[config.mk]
export PLATFORM = sky130hd
export DESIGN_NAME = ripple_count_sampler
export DESIGN_NICKNAME = d
export VERILOG_FILES = /design/src/rtl/ripple_count_sampler.sv
export SDC_FILE = /design/constraint.sdc
export NUM_CORES = 1
export LEC_CHECK = 0
export CAP_MARGIN = 25
export CORE_ASPECT_RATIO = 1.5
export CORE_MARGIN = 1.5
export CORE_UTILIZATION = 52
export DETAILED_ROUTE_END_ITERATION = 8
export HOLD_SLACK_MARGIN = 0.06
export PLACE_DENSITY = 0.79
export SLEW_MARGIN = 20
export SYNTH_ARGS = -nofsm -noshare
export SYNTH_HDL_FRONTEND = slang
export SYNTH_SLANG_ARGS = --single-unit
[constraint.sdc]
create_clock -name clk -period 3.54 [get_ports clk]
set_input_delay 0.708 -clock clk [delete_from_list [all_inputs] [get_ports clk]]
set_output_delay 0.708 -clock clk [all_outputs]
set_load 0.005 [all_outputs]
[src/rtl/ripple_count_sampler.sv]
// ripple_count_sampler
//   Brings a free-running, glitchy ripple-counter value into the clk domain.
//   Transient codes are filtered out. Count increments, including wrap-around,
//   are accumulated into a wide extended count. Snapshots of that count are
//   offered to a downstream consumer over a valid/ready handshake.
//
// Optional feature: define SAMPLER_MISS_CNT_EN to add the miss_cnt output.
//   miss_cnt counts sample requests dropped while a snapshot is pending.
//
// Ports:
//   clk        system clock; all logic runs on the rising edge
//   rst        asynchronous reset, active low
//   cnt_in     raw ripple counter value, asynchronous to clk
//   sample_req single-cycle request to snapshot ext_cnt
//   clr        synchronous clear of the accumulator and ovf
//   out_ready  downstream ready
//   out_valid  snapshot available
//   out_data   snapshot of ext_cnt
//   ext_cnt    live extended count
//   ovf        sticky flag, set when ext_cnt wraps past 2^EXT_W-1
//   miss_cnt   (SAMPLER_MISS_CNT_EN only) saturating count of dropped requests
module ripple_count_sampler #(
  parameter int CNT_W    = 4,
  parameter int EXT_W    = 16,
  parameter int STABLE_N = 2
) (
  input  logic             clk,
  input  logic             rst,
  input  logic [CNT_W-1:0] cnt_in,
  input  logic             sample_req,
  input  logic             clr,
  input  logic             out_ready,
  output logic             out_valid,
  output logic [EXT_W-1:0] out_data,
  output logic [EXT_W-1:0] ext_cnt,
  output logic             ovf
`ifdef SAMPLER_MISS_CNT_EN
  ,
  output logic [7:0]       miss_cnt
`endif
);

  typedef enum logic {ST_INIT, ST_RUN} acc_state_e;

  // The first synchroniser stage feeds a history window. Entry 0 of the window
  // is the second synchroniser flop, so the window holds the last STABLE_N
  // synchronised samples. Each entry carries a fill bit. Without it, the zeros
  // left by reset would qualify as a real code before the counter is sampled.
  logic [CNT_W-1:0] sync1_q, sync1_d;
  logic             sync1_vld_q, sync1_vld_d;
  logic [CNT_W-1:0] win_q [STABLE_N];
  logic [CNT_W-1:0] win_d [STABLE_N];
  logic [STABLE_N-1:0] win_vld_q, win_vld_d;

  acc_state_e       state_q, state_d;
  logic [CNT_W-1:0] base_q, base_d;
  logic [EXT_W-1:0] ext_q, ext_d;
  logic             ovf_q, ovf_d;
  logic             out_valid_q, out_valid_d;
  logic [EXT_W-1:0] out_data_q, out_data_d;

  logic             qual;
  logic [CNT_W-1:0] q_code;
  logic [CNT_W-1:0] delta;
  logic [EXT_W:0]   sum;

  // Synchroniser and history shift.
  always_comb begin
    sync1_d     = cnt_in;
    sync1_vld_d = 1'b1;
    win_d[0]     = sync1_q;
    win_vld_d[0] = sync1_vld_q;
    for (int i = 1; i < STABLE_N; i++) begin
      win_d[i]     = win_q[i-1];
      win_vld_d[i] = win_vld_q[i-1];
    end
  end

  // A code qualifies when every filled window entry matches the newest one.
  always_comb begin
    q_code = win_q[0];
    qual   = &win_vld_q;
    for (int i = 1; i < STABLE_N; i++) begin
      if (win_q[i] != win_q[0]) qual = 1'b0;
    end
  end

  // The modular subtraction handles counter wrap. The wider sum exposes the
  // carry out of the extended count.
  always_comb begin
    delta = q_code - base_q;
    sum   = {1'b0, ext_q} + (EXT_W+1)'(delta);
  end

  // Accumulator FSM. When clr and a new code land on the same edge, the
  // baseline still follows the code so that the increment is not counted again.
  always_comb begin
    state_d = state_q;
    base_d  = base_q;
    ext_d   = ext_q;
    ovf_d   = ovf_q;
    case (state_q)
      ST_INIT: begin
        if (qual && !clr) begin
          base_d  = q_code;
          state_d = ST_RUN;
        end
      end
      ST_RUN: begin
        if (qual && (q_code != base_q)) begin
          base_d = q_code;
          if (!clr) begin
            ext_d = sum[EXT_W-1:0];
            if (sum[EXT_W]) ovf_d = 1'b1;
          end
        end
      end
      default: state_d = ST_INIT;
    endcase
    if (clr) begin
      ext_d = '0;
      ovf_d = 1'b0;
    end
  end

  // Snapshot handshake. A request arriving while a snapshot is pending,
  // including on the completion edge, is dropped.
  always_comb begin
    out_valid_d = out_valid_q;
    out_data_d  = out_data_q;
    if (!out_valid_q) begin
      if (sample_req) begin
        out_valid_d = 1'b1;
        out_data_d  = ext_q;
      end
    end else if (out_ready) begin
      out_valid_d = 1'b0;
    end
  end

  always_ff @(posedge clk or negedge rst) begin
    if (!rst) begin
      sync1_q     <= '0;
      sync1_vld_q <= 1'b0;
      for (int i = 0; i < STABLE_N; i++) win_q[i] <= '0;
      win_vld_q   <= '0;
      state_q     <= ST_INIT;
      base_q      <= '0;
      ext_q       <= '0;
      ovf_q       <= 1'b0;
      out_valid_q <= 1'b0;
      out_data_q  <= '0;
    end else begin
      sync1_q     <= sync1_d;
      sync1_vld_q <= sync1_vld_d;
      for (int i = 0; i < STABLE_N; i++) win_q[i] <= win_d[i];
      win_vld_q   <= win_vld_d;
      state_q     <= state_d;
      base_q      <= base_d;
      ext_q       <= ext_d;
      ovf_q       <= ovf_d;
      out_valid_q <= out_valid_d;
      out_data_q  <= out_data_d;
    end
  end

  assign out_valid = out_valid_q;
  assign out_data  = out_data_q;
  assign ext_cnt   = ext_q;
  assign ovf       = ovf_q;

`ifdef SAMPLER_MISS_CNT_EN
  logic [7:0] miss_q, miss_d;

  // Saturating count of dropped sample requests.
  always_comb begin
    miss_d = miss_q;
    if (clr) begin
      miss_d = '0;
    end else if (sample_req && out_valid_q && (miss_q != 8'hFF)) begin
      miss_d = miss_q + 8'd1;
    end
  end

  always_ff @(posedge clk or negedge rst) begin
    if (!rst) miss_q <= '0;
    else      miss_q <= miss_d;
  end

  assign miss_cnt = miss_q;
`endif

endmodule

==> run_results.csv, run 1 <==
group,metric,value,unit
detailed_routing,first_iter_violations,26,
sta,period_share,0.808,
min_path,min_to,"win_vld_q[0]$_DFF_PN0_",
global_route,grt_start_max_net_pins,30,
sta,relSlewSlack,0.519,
synthesis,syn_inst,208,
critical_path,cp-end-kind,"flip-flop",
sta,fin_crit,2860,ps
min_path,hold_depth,0,
synthesis,synth_edf_count,0,
placement,hpwl,3.10,mm
run,drv_cap,0,
synthesis,syn_nets,227,
detailed_routing,drc_errors,0,
critical_path,r2r-end,"ext_cnt[8]$_DFFE_PN0P_",
sta,rsz0062_at_grt,"no",
placement,gp_congestion,0.819,
die,initial_utilization,0.547,
cts,clkSinkCount,54,
critical_path,timing.rr.start,"q_code[0]$_DFF_PN0_",
die,die_x,59.5,um
synthesis,synthArstFlopShare,1.00,
min_path,hold_class,"reg2reg",
critical_path,cp.depth,10,
die,die-height,87.7,um
critical_path,crit_type,"reg2reg",
cts,cts_hold_buffers,0,
global_route,overflow,0,
critical_path,crit_chain,"inv_1, ha_1, inv_1, fa_1, xor2_1, ha_1, and3_1, o21ai_1, or4b_4, mux2_4",
sta,fmax,350,MHz
final_layout,final_nets,268,
synthesis,synth_warnings,0,
critical_path,worst_ep_arrival_time,3060,ps
sta,finalClockSkew,4.71,ps
critical_path,cp.required,3740,ps
detailed_routing,drt_first_pass_iters,4,
pwr,powerDensity,380,nW/um^2
cts,cts_buffers,5,
pwr,power.leakage,1.37,nW
critical_path,crit_buf_inv,2,
final_layout,areaGrowthSynthToFinish,22.1,%
critical_path,cp-start-kind,"flip-flop",
final_layout,antenna_cells,0,
die,rows,30,
detailed_routing,via_per_inst,5.45,
synthesis,ys_ff_latch,54,
critical_path,slowest_delay,540,ps
global_route,grtUsageTotal,0.193,
die,fp.dieArea,5210,um^2
global_route,first_global_vias,1655,
critical_path,cp_max_fo,5,
sta,hold_ws,356,ps
global_route,grt_pass1_wl,7.56,mm
sta,maxSlewViolCount,0,
detailed_routing,postRouteAntennaNets,0,
cts,h-tree-depth,2,
synthesis,synth_cell_types,38,
synthesis,syn-cell-area,2490,um^2
cts,cts_resized,0,
cts,cts_setup_buffers,0,
detailed_routing,wl_per_cell,14.1,um
sta,tightest_slew,720,ps
pwr,irDropWorstVdd,0.315,mV
global_route,antenna_found_initial,0,
run_status,status,"complete, no violations",
die,io_pins,43,
synthesis,ys.flop_type,"dfrtp_1",
critical_path,r2r_slack,680,ps
die,core-area,4540,um^2
critical_path,critical_path.slowest_cell,"or4b_4",
sta,setup_tns,0,ps
cts,root_buffer,"clkbuf_8",
cts,cts_tree,"yes",
min_path,hp-start,"sync1_vld_q$_DFF_PN0_",
sta,hold_viol_final,0,
synthesis,synth_area_per_cell,12.0,um^2
sta,setup_violations,0,
cts,clock_latency,310,ps
critical_path,reg2reg_depth,10,
synthesis,yosysSeqAreaShare,0.544,
cts,cts_buffer_depth,2,
cts,clkTransAtPathRegs,90,ps
placement,port_buffers,42,
detailed_routing,wirelength,4.41,mm
final_layout,drive_gt1_frac,0.157,
critical_path,path_delay_family,"adder cells",
detailed_routing,vias,1705,
## state kept, by name (all words and copies together) (netlist names)
| name | cells |
|---|---|
| win_q | 4 |
| win_vld_q | 2 |
| sync1_vld_q | 1 |
| q_code | 4 |
| out_valid | 1 |
| sync1_q | 4 |
| base_q | 4 |
| ext_cnt | 16 |
| out_data | 16 |
| state_q | 1 |
| ovf | 1 |
## layer usage
layer	vias up	wire [um]	GRT usage	share of wire
met1	835	1990	0.247	0.45
li1	817	-	-	-
met5	-	0	0	0
met2	43	2170	0.315	0.49
met3	10	131	0.0325	0.030
met4	0	113	0.0930	0.026
## layout by cell type (no fill, tap or decap), types with 2 or more instances in the layout
cell / instances
inv_1: 9
nor4_1: 9
nand3_1: 9
nor2_1: 11
clkinv_2: 2
mux2_2: 24
nor2b_1: 10
o21ai_1: 4
a21oi_1: 7
clkdlybuf4s50_1: 41
dfrtp_1: 54
xor2_1: 3
o21ai_0: 2
a21o_1: 4
and3_1: 7
fa_1: 2
or4_1: 2
mux2_1: 3
clkbuf_8: 5
nand4_1: 2
xnor2_1: 6
buf_4: 2
nand2_1: 6
o31ai_1: 2
ha_1: 8
## area by class of cell
class	count	area (um^2)
inverters	9	33.8
well taps	64	80.1
flip-flops and latches	54	1350
clock inverters	2	10.0
repair buffers	44	430
clock buffers	5	68.8
fillers	350	1510
multi-input cells	135	1060
## cells in the mapped netlist, types with 2 or more instances
master | instances | area share
a21o_1 | 4 | 0.012
a21oi_1 | 7 | 0.014
and3_1 | 7 | 0.018
buf_1 | 2 | 0.0030
clkbuf_1 | 7 | 0.011
dfrtp_1 | 54 | 0.54
fa_1 | 2 | 0.016
ha_1 | 8 | 0.040
inv_1 | 9 | 0.014
mux2_1 | 3 | 0.014
mux2_2 | 24 | 0.11
nand2_1 | 6 | 0.0091
nand3_1 | 9 | 0.018
nand4_1 | 2 | 0.0050
nor2_1 | 11 | 0.017
nor2b_1 | 10 | 0.025
nor4_1 | 9 | 0.023
o21ai_0 | 2 | 0.0040
o21ai_1 | 4 | 0.0081
o31ai_1 | 2 | 0.0060
or4_1 | 2 | 0.0060
xnor2_1 | 6 | 0.021
xor2_1 | 3 | 0.011
## logic make-up (layout without fill, tap and decap cells)
kind of cell	count (synthesis)	after routing	synth area share
compound gates	27	27	0.0745
mux	29	29	0.132
buf+inv	19	60	0.0292
xor+xnor	9	9	0.0317
other cells	1	1	0.00151
flops	54	54	0.544
simple gates	59	59	0.131
fa+ha+maj	10	10	0.0564
## report_power, final
group	switching (mW)	internal [mW]
combinational	0.0989	0.0787
clock	0.187	0.133
sequential	0.0158	0.641
## per-stage QoR
stage | instances | utilization | cell area (um^2) | worst slack [ps] | power [mW]
2_1_floorplan | 208 | - | 2490 | 875 | 0.792
3_3_place_gp | 306 | 0.651 | 2960 | 787 | 0.840
3_5_place_dp | 306 | 0.651 | 2960 | 705 | 0.847
4_1_cts | 313 | 0.669 | 3040 | 668 | 1.17
5_1_grt | 313 | 0.669 | 3040 | 482 | 1.22
6_report | 313 | 0.669 | 3040 | 681 | 1.15
## how the worst max path moves through the flow
stage	startpoint	endpoint
2_1_floorplan	q_code[0]$_DFF_PN0_	ext_cnt[8]$_DFFE_PN0P_
3_3_place_gp	q_code[0]$_DFF_PN0_	ext_cnt[8]$_DFFE_PN0P_
3_5_place_dp	q_code[0]$_DFF_PN0_	ext_cnt[8]$_DFFE_PN0P_
4_1_cts	q_code[0]$_DFF_PN0_	ext_cnt[8]$_DFFE_PN0P_
5_1_grt	q_code[1]$_DFF_PN0_	ext_cnt[13]$_DFFE_PN0P_
6_report	q_code[0]$_DFF_PN0_	ext_cnt[8]$_DFFE_PN0P_
(Power assumes the default switching activity.)
==> run 2, diff against run 1 <==
--- a/config.mk
+++ b/config.mk
@@ -8,10 +8,10 @@
 export CAP_MARGIN = 25
 export CORE_ASPECT_RATIO = 1.5
 export CORE_MARGIN = 1.5
-export CORE_UTILIZATION = 52
+export CORE_UTILIZATION = 47
 export DETAILED_ROUTE_END_ITERATION = 8
 export HOLD_SLACK_MARGIN = 0.06
-export PLACE_DENSITY = 0.79
+export PLACE_DENSITY = 0.75
 export SLEW_MARGIN = 20
 export SYNTH_ARGS = -nofsm -noshare
 export SYNTH_HDL_FRONTEND = slang
==> constraint.sdc (replaced) <==
create_clock -name clk -period 2.4 [get_ports clk]
set_input_delay 0.48 -clock clk [delete_from_list [all_inputs] [get_ports clk]]
set_output_delay 0.48 -clock clk [all_outputs]
set_load 0.005 [all_outputs]
==> run 2 against run 1 <==
  * Die area is 10% higher
  * Via count grew 6.2%
  * Largest power group unchanged
  * First-iteration DRC count is 54% higher
  * Critical path type unchanged
  * The run now ends with negative setup slack left
  * Total power is 62% higher
  * Cell area up 13%
  * Count of clock-buffer cells in the layout is the same
==> run_results.csv, run 2 (synthesis gave the netlist of run 1 again) <==
group,metric,value,unit
final_layout,antenna_cells,0,
placement,placed_cell_area,3100,um^2
sta,hold_ws,140,ps
critical_path,cp-end-kind,"flip-flop",
critical_path,crit_type,"reg2reg",
final_layout,final_nets,287,
cts,clkTransAtPathRegs,100,ps
die,core-area,5120,um^2
run_status,violations,"negative setup slack",
final_layout,areaGrowthSynthToFinish,37.9,%
cts,h-tree-depth,2,
critical_path,cp-start-kind,"flip-flop",
die,die-height,92.1,um
sta,period_share,1.11,
detailed_routing,drt_first_pass_iters,4,
die,initial_utilization,0.485,
cts,root_buffer,"clkbuf_8",
critical_path,cp.required,2600,ps
detailed_routing,postRouteAntennaNets,0,
placement,placedCellCount,324,
pwr,powerDensity,545,nW/um^2
run,drv_cap,0,
global_route,first_global_vias,1812,
sta,fmax,375,MHz
cts,cts_tree,"yes",
sta,setup_tns,-1940,ps
die,die_x,62.4,um
global_route,grt_pass1_wl,8.40,mm
pwr,power.leakage,1.60,nW
die,rows,32,
die,io_pins,43,
sta,maxSlewViolCount,0,
placement,hpwl,3.21,mm
detailed_routing,drc_errors,0,
final_layout,final_area,3430,um^2
critical_path,cp_max_fo,3,
sta,fin_ws,-265,ps
global_route,antenna_found_initial,0,
min_path,hold_class,"in2async",
run_status,status,"complete, but fails checks",
placement,port_buffers,42,
sta,fin_crit,2670,ps
global_route,grt_start_max_net_pins,55,
sta,rsz0062_at_grt,"yes",
placement,gp_congestion,0.797,
cts,cts_hold_buffers,0,
detailed_routing,vias,1810,
detailed_routing,first_iter_violations,40,
detailed_routing,wirelength,5.09,mm
critical_path,worst_ep_arrival_time,2860,ps
global_route,grtUsageTotal,0.183,
pwr,p_total,1.87,mW
final_layout,final_common_cell,"dfrtp_1",
detailed_routing,wl_per_cell,15.1,um
cts,cts_buffers,5,
global_route,overflow,0,
sta,setup_violations,13,
sta,hold_viol_final,0,
cts,clock_latency,310,ps
pwr,irDropWorstVdd,0.383,mV
die,fp.dieArea,5740,um^2
final_layout,fin_cells,337,
final_layout,final_cell_mix,"54 x dfrtp_1, 41 x clkdlybuf4s50_1, 22 x mux2_2",
final_layout,drive_gt1_frac,0.312,
detailed_routing,via_per_inst,5.37,
cts,clkSinkCount,54,
cts,cts_buffer_depth,2,
sta,finalClockSkew,8.90,ps
final_layout,fillerInstances,397,
-- run 2: layout make-up --
cell class                      instances  area [um^2]  area share
Sequential cell                        54         1350       0.394
Multi-Input combinational cell        135         1270       0.370
Timing Repair Buffer                   63          597       0.174
Tap cell                               68         85.1      0.0248
Clock buffer                            5         68.8      0.0201
Inverter                                9         33.8     0.00985
Clock inverter                          3         25.0     0.00730
-- run 2: path summary, 6_finish.rpt --
check / from / endpoint / cells past startpoint / slack, ps
worst min-delay path: rst / q_code[2]$_DFF_PN0_ / 2 / 140
worst min register to register: sync1_q[3]$_DFF_PN0_ / q_code[3]$_DFF_PN0_ / 0 / 360
max in group asynchronous: rst / ext_cnt[2]$_DFFE_PN0P_ / 2 / 2010
worst max register to register: base_q[1]$_DFFE_PN0P_ / ext_cnt[8]$_DFFE_PN0P_ / 10 / -270
worst max-delay path: base_q[1]$_DFFE_PN0P_ / ext_cnt[8]$_DFFE_PN0P_ / 10 / -270
min in group clk: sync1_q[3]$_DFF_PN0_ / q_code[3]$_DFF_PN0_ / 0 / 360
-- run 2: per-stage QoR --
step           utilization  setup slack (ps)
2_1_floorplan            -              -240
3_3_place_gp         0.604              -189
3_5_place_dp         0.604              -221
4_1_cts              0.648              -233
5_1_grt              0.669              -392
6_report             0.669              -265
-- run 2: worst max-delay path, stage by stage (launching register included) --
cell     delay (ps)
dfrtp_1         400
inv_2            80
ha_4            200
a21o_1          160
a21oi_2         170
xnor2_2          90
ha_1            330
and3_4          190
o21ai_2          80
or4b_4          540
mux2_4          310
-- run 2: report_power, final --
part           total, mW  internal, mW  switching, mW
combinational      0.383         0.192          0.191
clock              0.518         0.211          0.307
sequential         0.968         0.945         0.0232
-- run 2: routing by layer --
| metal | GRT usage | part of all wire | vias up |
|---|---|---|---|
| met5 | 0 | 0 | - |
| met3 | 0.0258 | 0.024 | 9 |
| met2 | 0.317 | 0.53 | 35 |
| met4 | 0.0704 | 0.018 | 0 |
| li1 | - | - | 851 |
| met1 | 0.231 | 0.43 | 915 |
-- run 2: repair_timing --
item                                    CTS  global route
resized for setup                        17            19
buffers inserted                          4             2
endpoints found under the setup margin   12            13
gates cloned                              0             0
pin swaps                                 3            12
==> edit 1, RTL diff (config.mk and constraints of run 2) <==
The parameter `EXT_W` goes from 16 to 32.
--- a/src/rtl/ripple_count_sampler.sv
+++ b/src/rtl/ripple_count_sampler.sv
@@ -21,7 +21,7 @@
 //   miss_cnt   (SAMPLER_MISS_CNT_EN only) saturating count of dropped requests
 module ripple_count_sampler #(
   parameter int CNT_W    = 4,
-  parameter int EXT_W    = 16,
+  parameter int EXT_W    = 32,
   parameter int STABLE_N = 2
 ) (
   input  logic             clk,
Ports: changed (resized ext_cnt and out_data); port bits go from 43 to 75. No check against the original RTL was run, so the function may have changed too.
==> edit 1 against run 2 <==
The flow still finishes with violations (negative setup slack). Synthesized area increased by 55%. Wire length rose by 75%. Total power rose by 78%. Sequential cell count increased by 32. Critical path type unchanged. Fmax decreased by 8.0%. Worst setup slack lost 230 ps. Cell area is 64% higher. Via count up 69%. Largest cell class unchanged.
==> edit 1: results <==
set metrics [dict create \
    outcome "complete, but fails checks" \
    violations "negative setup slack" \
    p_int_uw 2560 \
    nClkBuffers 13 \
    use_met3_pct 3.60 \
    combinationalPower_uw 458 \
    inv_count 11 \
    pre_cts_ws_ps -473 \
    met2_usage_pct 38.1 \
    synthXorXnorAreaFrac_pct 4.32 \
    root_buffer "clkbuf_16" \
    via_per_inst 5.46 \
    clk_latency_ps 340 \
    synthMuxAreaShare_pct 11.3 \
    seq_area_frac_synth_pct 55.8 \
    clk_pin_slew_ps 60 \
    wl_met1_mm 3.62 \
    setup-violations-final 29 \
    synth_top_cells_by_count "dfrtp_1 (86), mux2_2 (37), nor2_1 (22), nand2_1 (18), a21oi_1 (17)" \
    io_buffer_count 74 \
    met3WireLength_um 231 \
    peakVddDrop_mv 0.728 \
    critPathRequiredTime_ps 2660 \
    fin_setup_tns_ps -8660 \
    p_leak_uw 0.00248 \
    vias 3059 \
    seq_power_share_pct 45.3 \
    post-route-cell-area_sq_um 5620 \
    timing.rr.end "ext_cnt[21]" \
    worst_slack_ps -496 \
    dp_cells 540 \
    drt_iter0_drc 210 \
]
-- edit 1: cell types whose count changed after synthesis, sizes merged, moves of 6 or more --
cell / delta
a21oi: +10
o31ai: +6
nor2: +11
mux2: +9
or3: +7
or4: +9
clkbuf: +7
o21ai: +7
xnor2: +8
dfrtp: +32
nor2b: -6
nand2: +12
nand3: +6
-- edit 1: logic make-up after synthesis --
| kind of cell | after synthesis |
|---|---|
| AND/OR/NAND/NOR | 106 |
| flip-flops | 86 |
| AO/OA/AOI/OAI | 47 |
| multiplexers | 39 |
| buffers and inverters | 26 |
| XOR/XNOR | 19 |
| adder cells (fa/ha/maj) | 10 |
| other | 1 |
-- edit 1: timing repair --
action / in CTS / in global routing
cloned: 0 / 0
pin swaps: 12 / 14
hold buffers: 0 / 0
endpoints found under the hold margin: 0 / 0
buffers inserted: 3 / 3
resized for setup: 21 / 33
setup endpoints to repair: 29 / 29
==> edit 2, RTL diff (config.mk and constraints of run 2) <==
Without the edit above. Put one more register stage on the output `ext_cnt`, cleared by the reset. The value now appears one clock later. The other outputs are not delayed to match. Comments in the files are not updated.
--- a/src/rtl/ripple_count_sampler.sv
+++ b/src/rtl/ripple_count_sampler.sv
@@ -166,7 +166,13 @@
 
   assign out_valid = out_valid_q;
   assign out_data  = out_data_q;
-  assign ext_cnt   = ext_q;
+  always_ff @(posedge clk or negedge rst) begin
+    if (!rst) begin
+      ext_cnt <= '0;
+    end else begin
+      ext_cnt <= ext_q;
+    end
+  end
   assign ovf       = ovf_q;
 
 `ifdef SAMPLER_MISS_CNT_EN
Function: changed (Yosys sat finds a counterexample within 10 cycles, from zero or initial values and one cycle with rst low).
==> edit 2 against run 2 <==
The flow still finishes with violations (negative setup slack). Sequential power rose by 28%. Sequential cell count rose by 16. Critical path depth fell by 1. Worst setup slack improved by 150 ps. Via count rose by 4.0%. Total power rose by 39%. Synthesized area rose by 17%. Wire length rose by 6.2%. Cell area rose by 13%.
==> edit 2: results <==
set metrics [dict create \
    outcome "complete, but fails checks" \
    violations "negative setup slack" \
    synth_fa_ha_area_share_pct 4.80 \
    fillCellCount 485 \
    use_met1_pct 22.1 \
    timing.rr.end "ext_q[11]" \
    setup-violations-final 11 \
    cts_htree_levels 3 \
    reg2reg_slack_ps -110 \
    clock_skew_ps 6.89 \
    fin_nets 299 \
    inv_count 7 \
    drt_iter0_drc 99 \
    met2_usage_pct 29.9 \
    nClkBuffers 12 \
    critPathMaxFanout 6 \
    worst_slack_ps -114 \
    grt_max_degree 53 \
    postPlaceCellArea_sq_um 3580 \
    clk_pin_slew_ps 70 \
    seq_area_frac_synth_pct 60.0 \
    drive_above_1_share_pct 31.6 \
    peakVddDrop_mv 0.448 \
    grt_pass1_wl_mm 8.91 \
    via_per_inst 5.25 \
    r2r_cells 9 \
    gp_congestion 0.842 \
    nNonClkBuffers 57 \
    synth_area_leaders "dfrtp_1 (60%), mux2_2 (12%), ha_1 (3.4%)" \
    vias 1883 \
    grtUsageTotal_pct 18.3 \
    synth_cell_type_count 42 \
    buffer_area_share_pct 14.0 \
    holdWs_ps 68.7 \
]
edit 2: changes by cell type in the layout (fill, tap and decap cells not counted), sizes merged, moves of 4 or more:
cell | run 2 | this run
clkbuf | 5 | 12
dfrtp | 54 | 70
nand3 | 9 | 4
buf | 22 | 16
nor3 | 0 | 4
edit 2: report_power, final:
| group | internal, uW | total [uW] | switching (uW) |
|---|---|---|---|
| Sequential | 1220 | 1240 | 23.4 |
| Combinational | 208 | 432 | 225 |
| Clock | 531 | 937 | 406 |
| Total | 1950 | 2610 | 654 |
edit 2: stage by stage:
| stage | TNS [ps] | total power (uW) | utilization [%] | setup WS, ps |
|---|---|---|---|---|
| after floorplan | -143 | 1480 | - | -64.5 |
| after global placement | -525 | 1620 | 58.9 | -101 |
| after detailed placement | -1010 | 1640 | 58.9 | -177 |
| after CTS | -842 | 2590 | 62.4 | -133 |
| after global routing | -2120 | 2740 | 63.9 | -201 |
| final | -741 | 2610 | 63.9 | -114 |
edit 2: how the worst max path moves through the flow:
stage               from         to  cells past startpoint
4_1_cts        base_q[0]   ext_q[7]                      8
5_1_grt        q_code[0]   ext_q[7]                      9
2_1_floorplan  q_code[0]   ext_q[6]                     10
3_3_place_gp   q_code[1]   ext_q[8]                      9
3_5_place_dp   base_q[0]   ext_q[9]                      8
6_report       q_code[0]  ext_q[11]                      9
edit 2: logic make-up after synthesis:
| family | after synthesis |
|---|---|
| xor gates and xnor gates | 9 |
| muxes | 32 |
| other | 1 |
| adders and majority gates | 10 |
| DFF | 70 |
| buffers and inverters | 12 |
| AOI/OAI and AO/OA | 22 |
| and+or+nand+nor | 61 |
edit 2: timing repair:
item	4_1_cts	5_1_grt
resized for setup	3	12
buffers inserted	0	1
pin swaps	3	6
endpoints found under the setup margin	11	14
